### src/rtl/imem_fetch_ctrl.sv
`default_nettype none
// ---------------------------------------------------------------------------
// imem_fetch_ctrl : LEGv8 instruction fetch sequencer with prefetch queue
// Revision 1.0
// ---------------------------------------------------------------------------
module imem_fetch_ctrl #(
   parameter int          DEPTH       = 4,
   parameter int          MEM_LATENCY = 1,
   parameter logic [63:0] RESET_PC    = 64'h0
) (
   input  logic        clk,
   input  logic        rst_n,
   output logic [63:0] imem_addr,
   input  logic [31:0] imem_instr,
   input  logic        redirect,
   input  logic [63:0] redirect_pc,
   output logic        out_valid,
   input  logic        out_ready,
   output logic [31:0] out_instr,
   output logic [63:0] out_pc,
   output logic [31:0] fetch_count
);

   localparam int PW = (DEPTH > 1) ? $clog2(DEPTH) : 1;
   localparam int WW = (MEM_LATENCY > 1) ? $clog2(MEM_LATENCY) : 1;
   localparam logic [WW-1:0] LAST_WAIT = WW'(MEM_LATENCY - 1);
   localparam logic [PW:0]   FULL_CNT  = (PW + 1)'(DEPTH);

   localparam logic [0:0] ST_WAIT = 1'b0;
   localparam logic [0:0] ST_FULL = 1'b1;

   logic [63:0]   fetch_pc_q,    fetch_pc_d;
   logic [WW-1:0] wait_cnt_q,    wait_cnt_d;
   logic [0:0]    state_q,       state_d;
   logic [PW-1:0] rd_ptr_q,      rd_ptr_d;
   logic [PW-1:0] wr_ptr_q,      wr_ptr_d;
   logic [PW:0]   count_q,       count_d;
   logic [31:0]   fetch_count_q, fetch_count_d;
   logic [63:0]   pc_mem_q    [DEPTH];
   logic [31:0]   instr_mem_q [DEPTH];

   logic pop;
   logic push;
   logic sample;
   logic space;
   logic unused_pc_lsbs;

   assign unused_pc_lsbs = ^redirect_pc[1:0];

   always_comb begin
      pop           = (count_q != '0) && out_ready;
      sample        = (state_q == ST_WAIT) && (wait_cnt_q == LAST_WAIT);
      space         = (count_q != FULL_CNT) || pop;
      push          = 1'b0;
      fetch_pc_d    = fetch_pc_q;
      wait_cnt_d    = wait_cnt_q;
      state_d       = state_q;
      rd_ptr_d      = rd_ptr_q;
      wr_ptr_d      = wr_ptr_q;
      count_d       = count_q;
      fetch_count_d = fetch_count_q;

      if (redirect) begin
         // Flush wins over everything; a coincident pop is still honoured by the consumer.
         fetch_pc_d = {redirect_pc[63:2], 2'b00};
         wait_cnt_d = '0;
         state_d    = ST_WAIT;
         count_d    = '0;
         rd_ptr_d   = wr_ptr_q;
      end else begin
         case (state_q)
            ST_WAIT: begin
               if (sample) begin
                  if (space) push = 1'b1;
                  else       state_d = ST_FULL;
               end else begin
                  wait_cnt_d = wait_cnt_q + 1'b1;
               end
            end
            default: begin
               // Address was held stable while full, so the word is already valid.
               if (pop) begin
                  push    = 1'b1;
                  state_d = ST_WAIT;
               end
            end
         endcase

         if (push) begin
            fetch_pc_d    = fetch_pc_q + 64'd4;
            wait_cnt_d    = '0;
            wr_ptr_d      = wr_ptr_q + 1'b1;
            fetch_count_d = fetch_count_q + 32'd1;
         end
         if (pop) rd_ptr_d = rd_ptr_q + 1'b1;

         case ({push, pop})
            2'b10:   count_d = count_q + 1'b1;
            2'b01:   count_d = count_q - 1'b1;
            default: count_d = count_q;
         endcase
      end
   end

   always_ff @(posedge clk or negedge rst_n) begin
      if (!rst_n) begin
         fetch_pc_q    <= RESET_PC;
         wait_cnt_q    <= '0;
         state_q       <= ST_WAIT;
         rd_ptr_q      <= '0;
         wr_ptr_q      <= '0;
         count_q       <= '0;
         fetch_count_q <= '0;
      end else begin
         fetch_pc_q    <= fetch_pc_d;
         wait_cnt_q    <= wait_cnt_d;
         state_q       <= state_d;
         rd_ptr_q      <= rd_ptr_d;
         wr_ptr_q      <= wr_ptr_d;
         count_q       <= count_d;
         fetch_count_q <= fetch_count_d;
      end
   end

   always_ff @(posedge clk or negedge rst_n) begin
      if (!rst_n) begin
         for (int i = 0; i < DEPTH; i++) begin
            pc_mem_q[i]    <= '0;
            instr_mem_q[i] <= '0;
         end
      end else if (push) begin
         pc_mem_q[wr_ptr_q]    <= fetch_pc_q;
         instr_mem_q[wr_ptr_q] <= imem_instr;
      end
   end

   assign imem_addr   = {2'b00, fetch_pc_q[63:2]};
   assign out_valid   = (count_q != '0);
   assign out_instr   = instr_mem_q[rd_ptr_q];
   assign out_pc      = pc_mem_q[rd_ptr_q];
   assign fetch_count = fetch_count_q;

endmodule
`default_nettype wire

### config.mk
export PLATFORM = sky130hd
export DESIGN_NAME = imem_fetch_ctrl
export DESIGN_NICKNAME = d
export VERILOG_FILES = /design/src/rtl/imem_fetch_ctrl.sv
export SDC_FILE = /design/constraint.sdc
export NUM_CORES = 1
export LEC_CHECK = 0
export ABC_AREA = 1
export CORE_AREA = 2 2 281 283
export DETAILED_ROUTE_END_ITERATION = 10
export DIE_AREA = 0 0 283 285
export GPL_ROUTABILITY_DRIVEN = 0
export SLEW_MARGIN = 15
export SYNTH_ARGS = -nofsm -noshare
export SYNTH_HDL_FRONTEND = slang
export SYNTH_SLANG_ARGS = --single-unit
### constraint.sdc
create_clock -name clk -period 3.4 [get_ports clk]
set_input_delay 0.34 -clock clk [delete_from_list [all_inputs] [get_ports clk]]
set_output_delay 0.34 -clock clk [all_outputs]
set_load 0.02 [all_outputs]
Yosys cells after proc, flatten, opt, wreduce, memory -nomap -nowiden
Index checks and enable logic that the tools add are counted.
{"block": "totals", "regBits": 489, "latchBits": 0, "ramBits": 0, "rom_bits": 0, "inputBits": 100, "output_inout_bits": 193, "word_cells": 78, "memories": 0}
{"block": "classes", "n_addsub": 7, "mul": 0, "n_div": 0, "n_lt_le_gt_ge": 3, "eq_ne": 5, "shift": 0, "muxes": 33, "bitwise_logic": 5, "reduce_logical": 10}
{"operator": "$mux W64", "count": 5}
{"operator": "$bwmux W256", "count": 1}
{"operator": "$bmux W64 S2", "count": 1}
{"operator": "$bwmux W128", "count": 1}
{"operator": "$demux W64 S2", "count": 1}
{"operator": "$mux W32", "count": 3}
{"operator": "$add A64 B3 Y64 const B", "count": 1}
{"operator": "$bmux W32 S2", "count": 1}
{"operator": "$demux W32 S2", "count": 1}
{"operator": "$add A32 B1 Y32 const B", "count": 1}
{"operator": "$mux W1", "count": 15}
{"operator": "$ge A3 B3 Y1 const B", "count": 2}
{"operator": "$ne A3 B2 Y1 const B", "count": 2}
{"operator": "$not A2 Y3", "count": 2}
{"operator": "$pmux W3 S2", "count": 1}
{"operator": "$reduce_bool A3 Y1", "count": 2}
{"operator": "$add A2 B1 Y2 const B", "count": 2}
{"operator": "$mux W2", "count": 2}
{"operator": "$reduce_and A2 Y1", "count": 2}
{"operator": "$reduce_bool A2 Y1", "count": 2}
{"operator": "$add A3 B1 Y3 const B", "count": 1}
{"operator": "$logic_and A1 B1 Y1", "count": 3}
{"operator": "$lt A3 B1 Y1 const B", "count": 1}
{"operator": "$mux W3", "count": 1}
{"operator": "other kinds (7)", "count": 9}

Depth between registers and ports, before layout
Gate-level depths: netlist of run 1.
{"block": "logic_depth", "ltp_word": 10, "mapped_depth": 12, "ltp_nobuf": 11}

Worst setup path after synthesis of run 1
Ideal clock, no wire load.
{"block": "synth_timing", "path_type": "reg2out", "start": "reg rd_ptr_q[0]", "end": "out out_pc[53]", "arrival_time_ns": 1.696, "required_time_ns": 3.060, "slack_ns": 1.364, "stages_incl_launch_ff": 7, "path_buffers": 4, "cell_sequence": "dfrtp_1 buf_2 clkbuf_1 clkbuf_1 clkbuf_1 nor2_1 o22ai_1"}
{"block": "synth_via", "elab_chain_len": 4}
{"element": "from (decl)", "line_no": "35", "rtl": "logic [PW-1:0] rd_ptr_q, rd_ptr_d;"}
{"element": "from (signal assigned)", "line_no": "118", "rtl": "rd_ptr_q <= rd_ptr_d;"}
{"element": "$not A2 Y3 (not written as such)", "line_no": "140", "rtl": "assign out_pc = pc_mem_q[rd_ptr_q];"}
{"element": "$bmux W64 S2", "line_no": "140"}
{"element": "$mux W64 (not written as such) (2 in series)", "line_no": "140"}
{"element": "to (decl)", "line_no": "20", "rtl": "output logic [63:0] out_pc,"}
No other way between the ends. The select of a mux whose other input is x is not followed.

Worst setup path in the final report of run 1
{"block": "layout_timing", "start": "reg rd_ptr_q[0]", "end": "out out_pc[48]"}
The elaborated chain is that of the path after synthesis.

==> metrics.yaml, run 1 <==
status: "completed"
layout.cells.most_common_list: "865 x nand2_1, 568 x o21ai_0, 477 x dfrtp_1"
die_h_um: 285
synth-seq-cells: 479
pwr-share-clk: 0.227
io_pins: 293
p_sw_frac: 0.406
final_antenna_net_count: 0
p_per_area_nw_per_um2: 930
synth_cell_types: 37
dpl.hpwl_mm: 53.9
fin_nets: 3265
slew_headroom: 0.378
clk_pin_slew_worst_paths_ns: 0.06
yosysWarnings: 0
start_util: 0.296
grt_overflow: 0
syn_to_final_growth_pct: 25.9
netlist_instances: 2935
fin_ws_ns: 0.0936
final_common_cell: "nand2_1"
drv_cap: 0
end_kind: "primary output"
grt_pass1_wl_mm: 124
synth_ff_type: "dfrtp_1"
die_w_um: 283
slew_viol_final: 0
setup_viol: 0
row_count: 103
cts_buffers: 56
path_max_fanout: 152
h-tree-depth: 2
ys_async_sr_fraction: 1.00
hold_class: "input pin to flop"
finalHoldViolCount: 0
tightest_slew_ns: 0.934
synth-edff-count: 0
startpoint_type: "flop"
first_pass_iters: 6
cp.required_ns: 3.06
clk_latency_ns: 0.62
p_int_uw: 16100
combPwrFrac: 0.422
drt-wirelength-per-cell_um: 18.7
period_needed_ns: 3.31
grt_max_degree: 173
vias: 20800
routed_wl_mm: 79.7
drive_above_1_share: 0.0531
die_area_um2: 80700
power.leakage_uw: 0.0127
route.detailed.drc: 0
antenna_found_initial: 11
ys_seq_area_frac: 0.519
netlist_area_um2: 23100
cts_buffer_depth: 3
place_ws_ns: 0.700
cts_sinks: 479
io_buffers: 286
ir_worst_vdd_mv: 0.456
grt_util_all_layers: 0.195
rsz0062_at_grt: "false"
crit_type: "flop to primary output"
coreArea_um2: 78000
fmax_mhz: 302
tns_ns: 0
viasPerCell: 4.89
syn_area_per_cell_um2: 7.87
min_period_over_period: 0.972
grt_pass1_vias: 20200
first_iter_violations: 1487
cts-root-buf: "clkbuf_16"
cts_tree: "yes"
finalClockSkew_ns: 0.0264
cp.arrival_ns: 2.97
switchingPower_uw: 11000
seqPwrFrac: 0.350
-- cells by family (layout without fill, tap and decap cells) --
| logic type | count (synthesis) | count (layout) | share of synthesized area |
|---|---|---|---|
| AND/OR/NAND/NOR | 1345 | 1345 | 0.227 |
| XOR/XNOR | 44 | 44 | 0.0167 |
| buffers and inverters | 318 | 582 | 0.0592 |
| other | 1 | 10 | 0.000162 |
| flip-flops | 479 | 479 | 0.519 |
| AO/OA/AOI/OAI | 741 | 741 | 0.173 |
| adder cells (fa/ha/maj) | 7 | 7 | 0.00412 |
-- repair_timing --
action,in CTS,in global routing
buffers inserted,0,1
resized for setup,0,2
hold endpoints to repair,82,0
endpoints found under the setup margin,0,4
hold buffers,1,0
-- flip-flops by register name (all words and copies together), names as in the netlist --
name / cells
fetch_count: 32
wait_cnt_q: 1
instr_mem_q: 128
fetch_pc_q: 62
rd_ptr_q: 2
count_q: 3
state_q: 1
pc_mem_q: 248
wr_ptr_q: 2
-- power groups by stage --
stage,combinational (uW),sequential (uW),clock (uW)
detailed placement,11500,9530,0
CTS,11500,9470,6280
global route,12600,9760,6530
global placement,11300,9480,0
finish,11400,9470,6140
floorplan,6580,9270,0
-- worst paths after layout --
check	startpoint	endpoint	slack, ns	depth (start not counted)
max reg2reg	fetch_pc_q[3]	fetch_pc_q[62]	0.90	10
max in group asynchronous	rst_n	instr_mem_q[30]	2.11	3
min in group asynchronous	rst_n	pc_mem_q[173]	0.42	2
max	rd_ptr_q[0]	out_pc[48]	0.09	4
min	redirect	count_q[1]	0.24	4
min reg2reg	pc_mem_q[91]	pc_mem_q[91]	0.48	2
-- synthesized netlist by cell type, drive strengths merged, types with 21 or more instances --
master,n,share of area
clkbuf,110,0.018
nor3,21,0.0046
o22ai,94,0.025
dfrtp,479,0.52
nand3,60,0.013
nor2,366,0.060
nand2,871,0.14
a22oi,22,0.0072
inv,145,0.024
buf,61,0.017
o21ai,602,0.13
xor2,42,0.016
-- through the flow --
stage                     cell area, um2  total power, uW  hold WS (ns)  std cells  utilization
final                              29100            27000         0.239       4258        0.373
after detailed placement           27100            21000         0.468       4148        0.348
after global placement             27100            20800         0.460       4148        0.348
after CTS                          29000            27200         0.194       4251        0.372
after floorplan                    23100            15800        0.0444       2938            -
after global routing               29100            28900         0.229       4253        0.373
-- per-layer routing --
metal  vias to the layer above  global-route usage  routed length, um  part of all wire
li1                      10100                   -                  -                 -
met1                      9987               0.265              35300              0.44
met2                       620               0.307              36100              0.45
met3                       117              0.0490               6140             0.077
met4                        14              0.0590               2060             0.026
met5                         -                   0                 95            0.0012
-- worst max-delay path, cell delays in order, from the launching register on --
cell             delay, ns
dfrtp_4               0.48
buf_16                0.43
o21ai_0               0.20
o22ai_1               0.36
clkdlybuf4s50_1       0.69
-- layout make-up --
class | instances | area [um2]
fillers | 8145 | 48900
flip-flops and latches | 479 | 12000
multi-input cells | 2141 | 9810
repair buffers | 333 | 3520
clock buffers | 77 | 1580
well taps | 1050 | 1310
inverters | 147 | 562
clock inverters | 25 | 282
diodes | 6 | 15.0
(Power assumes the default switching activity.)
==> run 2, diff against run 1 <==
- CORE_AREA: 2 2 281 283 -> 2 2 314 254
- DIE_AREA: 0 0 283 285 -> 0 0 316 256
==> run 2 against run 1 <==
- global-route usage decreased by 0.19 points
- wire length decreased by 0.83%
- final area decreased by 0.34%
- clock power about the same
- power increased by 0.31%
- count of clock-buffer cells in the layout decreased by 2
- register-to-register slack got worse by 0.04 ns
- sequential power about the same
- sequential cell count unchanged
- core utilization decreased by 0.11 points
==> metrics.yaml, run 2 (synthesis gave the netlist of run 1 again) <==
cts_sinks: 479
die_area_um2: 80900
reg2reg_from: "fetch_pc_q[3]"
cts_buffer_depth: 3
r2r_cells: 9
min_period_over_period: 0.967
coreArea_um2: 77900
status: "completed"
cp.required_ns: 3.06
final_common_cell: "nand2_1"
viasPerCell: 4.95
cts_tree: "yes"
slew_viol_final: 0
slew_headroom: 0.437
setup_viol: 0
layout.cells.most_common_list: "865 x nand2_1, 568 x o21ai_0, 477 x dfrtp_1"
grt_pass1_wl_mm: 122
end_kind: "primary output"
largest_reg_flops: 248
hold_end: "count_q[1]"
final_antenna_net_count: 0
top_register: "pc_mem_q"
vias: 20900
startpoint_type: "flop"
min_from: "redirect"
regArea_um2: 12000
drv_cap: 0
antennaDiodeCount: 0
slowest_delay_ns: 0.71
path_max_fanout: 48
first_pass_iters: 5
first_iter_violations: 1893
drt-wirelength-per-cell_um: 18.7
multiInputGateArea_um2: 9810
clk_latency_ns: 0.60
start_util: 0.296
slowest_stage: "dfrtp_4"
crit_type: "flop to primary output"
worstHoldPathCells: 4
nFillCells: 8087
dpl.hpwl_mm: 54.1
power.leakage_uw: 0.0127
r2r_end: "fetch_pc_q[34]"
tns_ns: 0
grt_overflow: 0
die_h_um: 256
finalHoldViolCount: 0
antenna_found_initial: 1
period_needed_ns: 3.29
ir_worst_vdd_mv: 0.334
fin_nets: 3264
row_count: 92
p_per_area_nw_per_um2: 936
rsz0062_at_grt: "false"
io_buffers: 286
cts_buffers: 53
drive_above_1_share: 0.0525
fmax_mhz: 304
grt_pass1_vias: 19800
top_regs: "pc_mem_q x248, instr_mem_q x128, fetch_pc_q x62"
place_ws_ns: 0.684
crit_chain: "inv_2 > buf_12 > o21ai_0 > o22ai_1 > clkdlybuf4s50_1"
finalClockSkew_ns: 0.0169
io_pins: 293
hold_class: "input pin to flop"
fin_ws_ns: 0.112
cts-root-buf: "clkbuf_16"
syn_to_final_growth_pct: 25.5
grt_util_all_layers: 0.193
crit_cells: 5
reg2reg_slack_ns: 0.86
cp.arrival_ns: 2.95
grt_max_degree: 131
tightest_slew_ns: 0.844
routed_wl_mm: 79.1
route.detailed.drc: 0
h-tree-depth: 2
die_w_um: 316
path_buf_inv: 3
path_delay_family: "buffers and inverters"
clk_pin_slew_worst_paths_ns: 0.07
run 2: cell count changes in the layout (fill, tap and decap cells not counted), moves of 2 or more:
cell        delta
diode_2        -6
buf_4          +5
clkinvlp_4     -5
buf_12         -2
buf_16         -2
bufinv_16      +2
clkbuf_16      -2
clkinv_4       +2
run 2: report_power, final:
part	internal, uW	leakage (uW)	switching (uW)
Sequential	7940	0.00605	1560
Clock	3680	0.000911	2450
Combinational	4480	0.00572	7000
run 2: worst min-delay path: cells and delay by family:
family	cells	cell delay, ns
buffers and inverters	2	0.25
AND/OR/NAND/NOR	2	0.19
run 2: cell type report:
type,instances,share of cell area
clock buffer,75,0.0532
clock inverter,21,0.0103
inverter,147,0.0193
multi-input combinational,2141,0.339
sequential,479,0.414
tap,1034,0.0446
timing repair buffer,335,0.120
run 2: worst max-delay path by stage:
stage / start / to / slack, ns
final: rd_ptr_q[1] / out_pc[43] / 0.11
after global routing: rd_ptr_q[1] / out_pc[32] / 0.02
after CTS: rd_ptr_q[1] / out_pc[22] / 0.007
after detailed placement: rd_ptr_q[1] / out_pc[22] / 0.68
after global placement: rd_ptr_q[1] / out_instr[5] / 0.68
after floorplan: rd_ptr_q[0] / out_pc[53] / 1.36
run 2: through the flow:
stage | cell area (um2) | utilization | cells | hold WS, ns | total power (uW)
final | 29000 | 0.372 | 4232 | 0.225 | 27100
after global routing | 29000 | 0.372 | 4232 | 0.231 | 29000
after CTS | 29000 | 0.372 | 4232 | 0.175 | 27400
after detailed placement | 27100 | 0.348 | 4135 | 0.439 | 21100
after global placement | 27100 | 0.348 | 4135 | 0.440 | 21000
after floorplan | 23100 | - | 2938 | 0.0444 | 15800
run 2: what timing repair did:
item / 4_1_cts / 5_1_grt
buffers inserted: 0 / 0
endpoints found under the setup margin: 0 / 8
hold endpoints to repair: 71 / 0
hold buffers: 1 / 0
resized for setup: 0 / 2
run 2: metal layers:
| layer | GRT usage | vias to the layer above | share of wire |
|---|---|---|---|
| met3 | 0.0356 | 136 | 0.069 |
| met5 | 0 | - | 0 |
| met2 | 0.283 | 704 | 0.43 |
| met4 | 0.0627 | 0 | 0.032 |
| met1 | 0.286 | 10000 | 0.47 |
| li1 | - | 10100 | - |
==> run 3, diff against run 2 <==
==> constraint.sdc (replaced) <==
create_clock -name clk -period 3.4 [get_ports clk]
set_input_delay 0.68 -clock clk [delete_from_list [all_inputs] [get_ports clk]]
set_output_delay 0.68 -clock clk [all_outputs]
set_load 0.02 [all_outputs]
==> run 3 against run 2 <==
- wire length grew 0.72%
- fmax grew 0.33%
- count of clock-buffer cells in the layout grew 3
- via count grew 0.34%
- register-to-register slack lost 0.10 ns
- worst setup slack gained 0.011 ns
- final area shrank 0.25%
- core utilization shrank 0.093 points
==> metrics.yaml, run 3 (synthesis gave the netlist of run 1 again) <==
die_h_um: 256
vias: 21000
fin_nets: 3273
viasPerCell: 4.96
drv_cap: 0
highest_layer: "met5"
finalPower_uw: 26700
min_period_over_period: 0.964
cp.arrival_ns: 2.60
top_regs: "pc_mem_q x248, instr_mem_q x128, fetch_pc_q x62"
first_pass_iters: 5
rsz0062_at_grt: "false"
fmax_mhz: 305
clk_latency_ns: 0.62
tns_ns: 0
io_pins: 293
startpoint_type: "flop"
tightest_slew_ns: 0.858
status: "completed"
final_antenna_net_count: 0
placed_area_um2: 27100
route.detailed.drc: 0
wl_met3_mm: 5.81
top_register: "pc_mem_q"
cp.required_ns: 2.72
h-tree-depth: 2
start_util: 0.296
crit_type: "flop to primary output"
final_common_cell: "nand2_1"
finalClockSkew_ns: 0.0220
grt_overflow: 0
dpl.hpwl_mm: 55.1
routed_wl_mm: 79.6
design_area_um2: 28900
grt_util_all_layers: 0.194
wl_met2_mm: 34.0
antenna_found_initial: 5
cts_buffer_depth: 3
clk_pin_slew_worst_paths_ns: 0.06
wl_met1_mm: 37.2
cts_sinks: 479
reg2reg_from: "fetch_pc_q[2]"
io_buffers: 286
grt_pass1_wl_mm: 122
ir_worst_vdd_mv: 0.428
largest_reg_flops: 248
first_iter_violations: 1822
cts-root-buf: "clkbuf_16"
slew_headroom: 0.428
end_kind: "primary output"
die_area_um2: 80900
coreArea_um2: 77900
r2r_cells: 9
syn_to_final_growth_pct: 25.1
place_ws_ns: 0.396
layout.cells.most_common_list: "865 x nand2_1, 568 x o21ai_0, 477 x dfrtp_1"
row_count: 92
cts_tree: "yes"
grt_max_degree: 107
p_per_area_nw_per_um2: 923
hold_class: "input pin to asynchronous set/reset pin"
fin_ws_ns: 0.123
reg2reg_slack_ns: 0.76
power.leakage_uw: 0.0130
period_needed_ns: 3.28
path_max_fanout: 40
drt-wirelength-per-cell_um: 18.8
die_w_um: 316
finalHoldViolCount: 0
setup_viol: 0
r2r_end: "fetch_pc_q[34]"
grt_pass1_vias: 20100
cts_buffers: 54
slew_viol_final: 0
drive_above_1_share: 0.0615
run 3: changes by cell type in the layout (fill, tap and decap cells not counted), moves of 4 or more:
cell / delta
buf_4: +33
clkdlybuf4s50_1: -67
clkbuf_1: +6
bufinv_16: -4
dlygate4sd2_1: +17
dlymetal6s2s_1: +24
run 3: power breakdown:
part           total (uW)  switching (uW)  internal, uW
clock network        5770            2440          3330
logic               11500            7160          4340
registers            9430            1490          7940
total               26700           11100         15600
run 3: what timing repair did:
action,in CTS,in global routing
hold buffers,0,0
setup buffers,1,2
resized for setup,24,24
setup endpoints to repair,58,26
run 3: area by class of cell:
class | count | area, um2
Clock buffer | 78 | 1520
Antenna cell | 1 | 2.50
Fill cell | 8197 | 49000
Sequential cell | 479 | 12000
Tap cell | 1034 | 1290
Timing Repair Buffer | 343 | 3520
Multi-Input combinational cell | 2141 | 9830
Clock inverter | 15 | 181
Inverter | 147 | 559
run 3: worst max path at each step:
stage	start	end	slack (ns)	cells after the start
after floorplan	rd_ptr_q[0]	out_pc[53]	1.02	6
after global placement	rd_ptr_q[0]	out_instr[11]	0.42	4
after detailed placement	rd_ptr_q[0]	out_instr[11]	0.40	4
after CTS	rd_ptr_q[0]	out_instr[15]	0.0001	5
after global routing	rd_ptr_q[0]	out_instr[6]	0.05	5
final	rd_ptr_q[0]	out_instr[22]	0.12	5
run 3: through the flow:
stage	hold WS, ns	cells	util
floorplan	0.384	2938	-
CTS	0.0506	4235	0.370
global placement	0.460	4141	0.348
global route	0.0769	4237	0.371
finish	0.0584	4238	0.371
detailed placement	0.468	4141	0.348
run 3: worst max-delay path: stages, from the launching register on:
cell	delay [ns]
dfrtp_4	0.59
inv_6	0.19
buf_12	0.22
o21ai_0	0.11
o22ai_1	0.18
clkdlybuf4s50_1	0.64
run 3: routing by layer:
metal	track usage	vias up
met5	0	-
met4	0.0617	6
met3	0.0408	147
met2	0.290	724
met1	0.280	10100
li1	-	10100
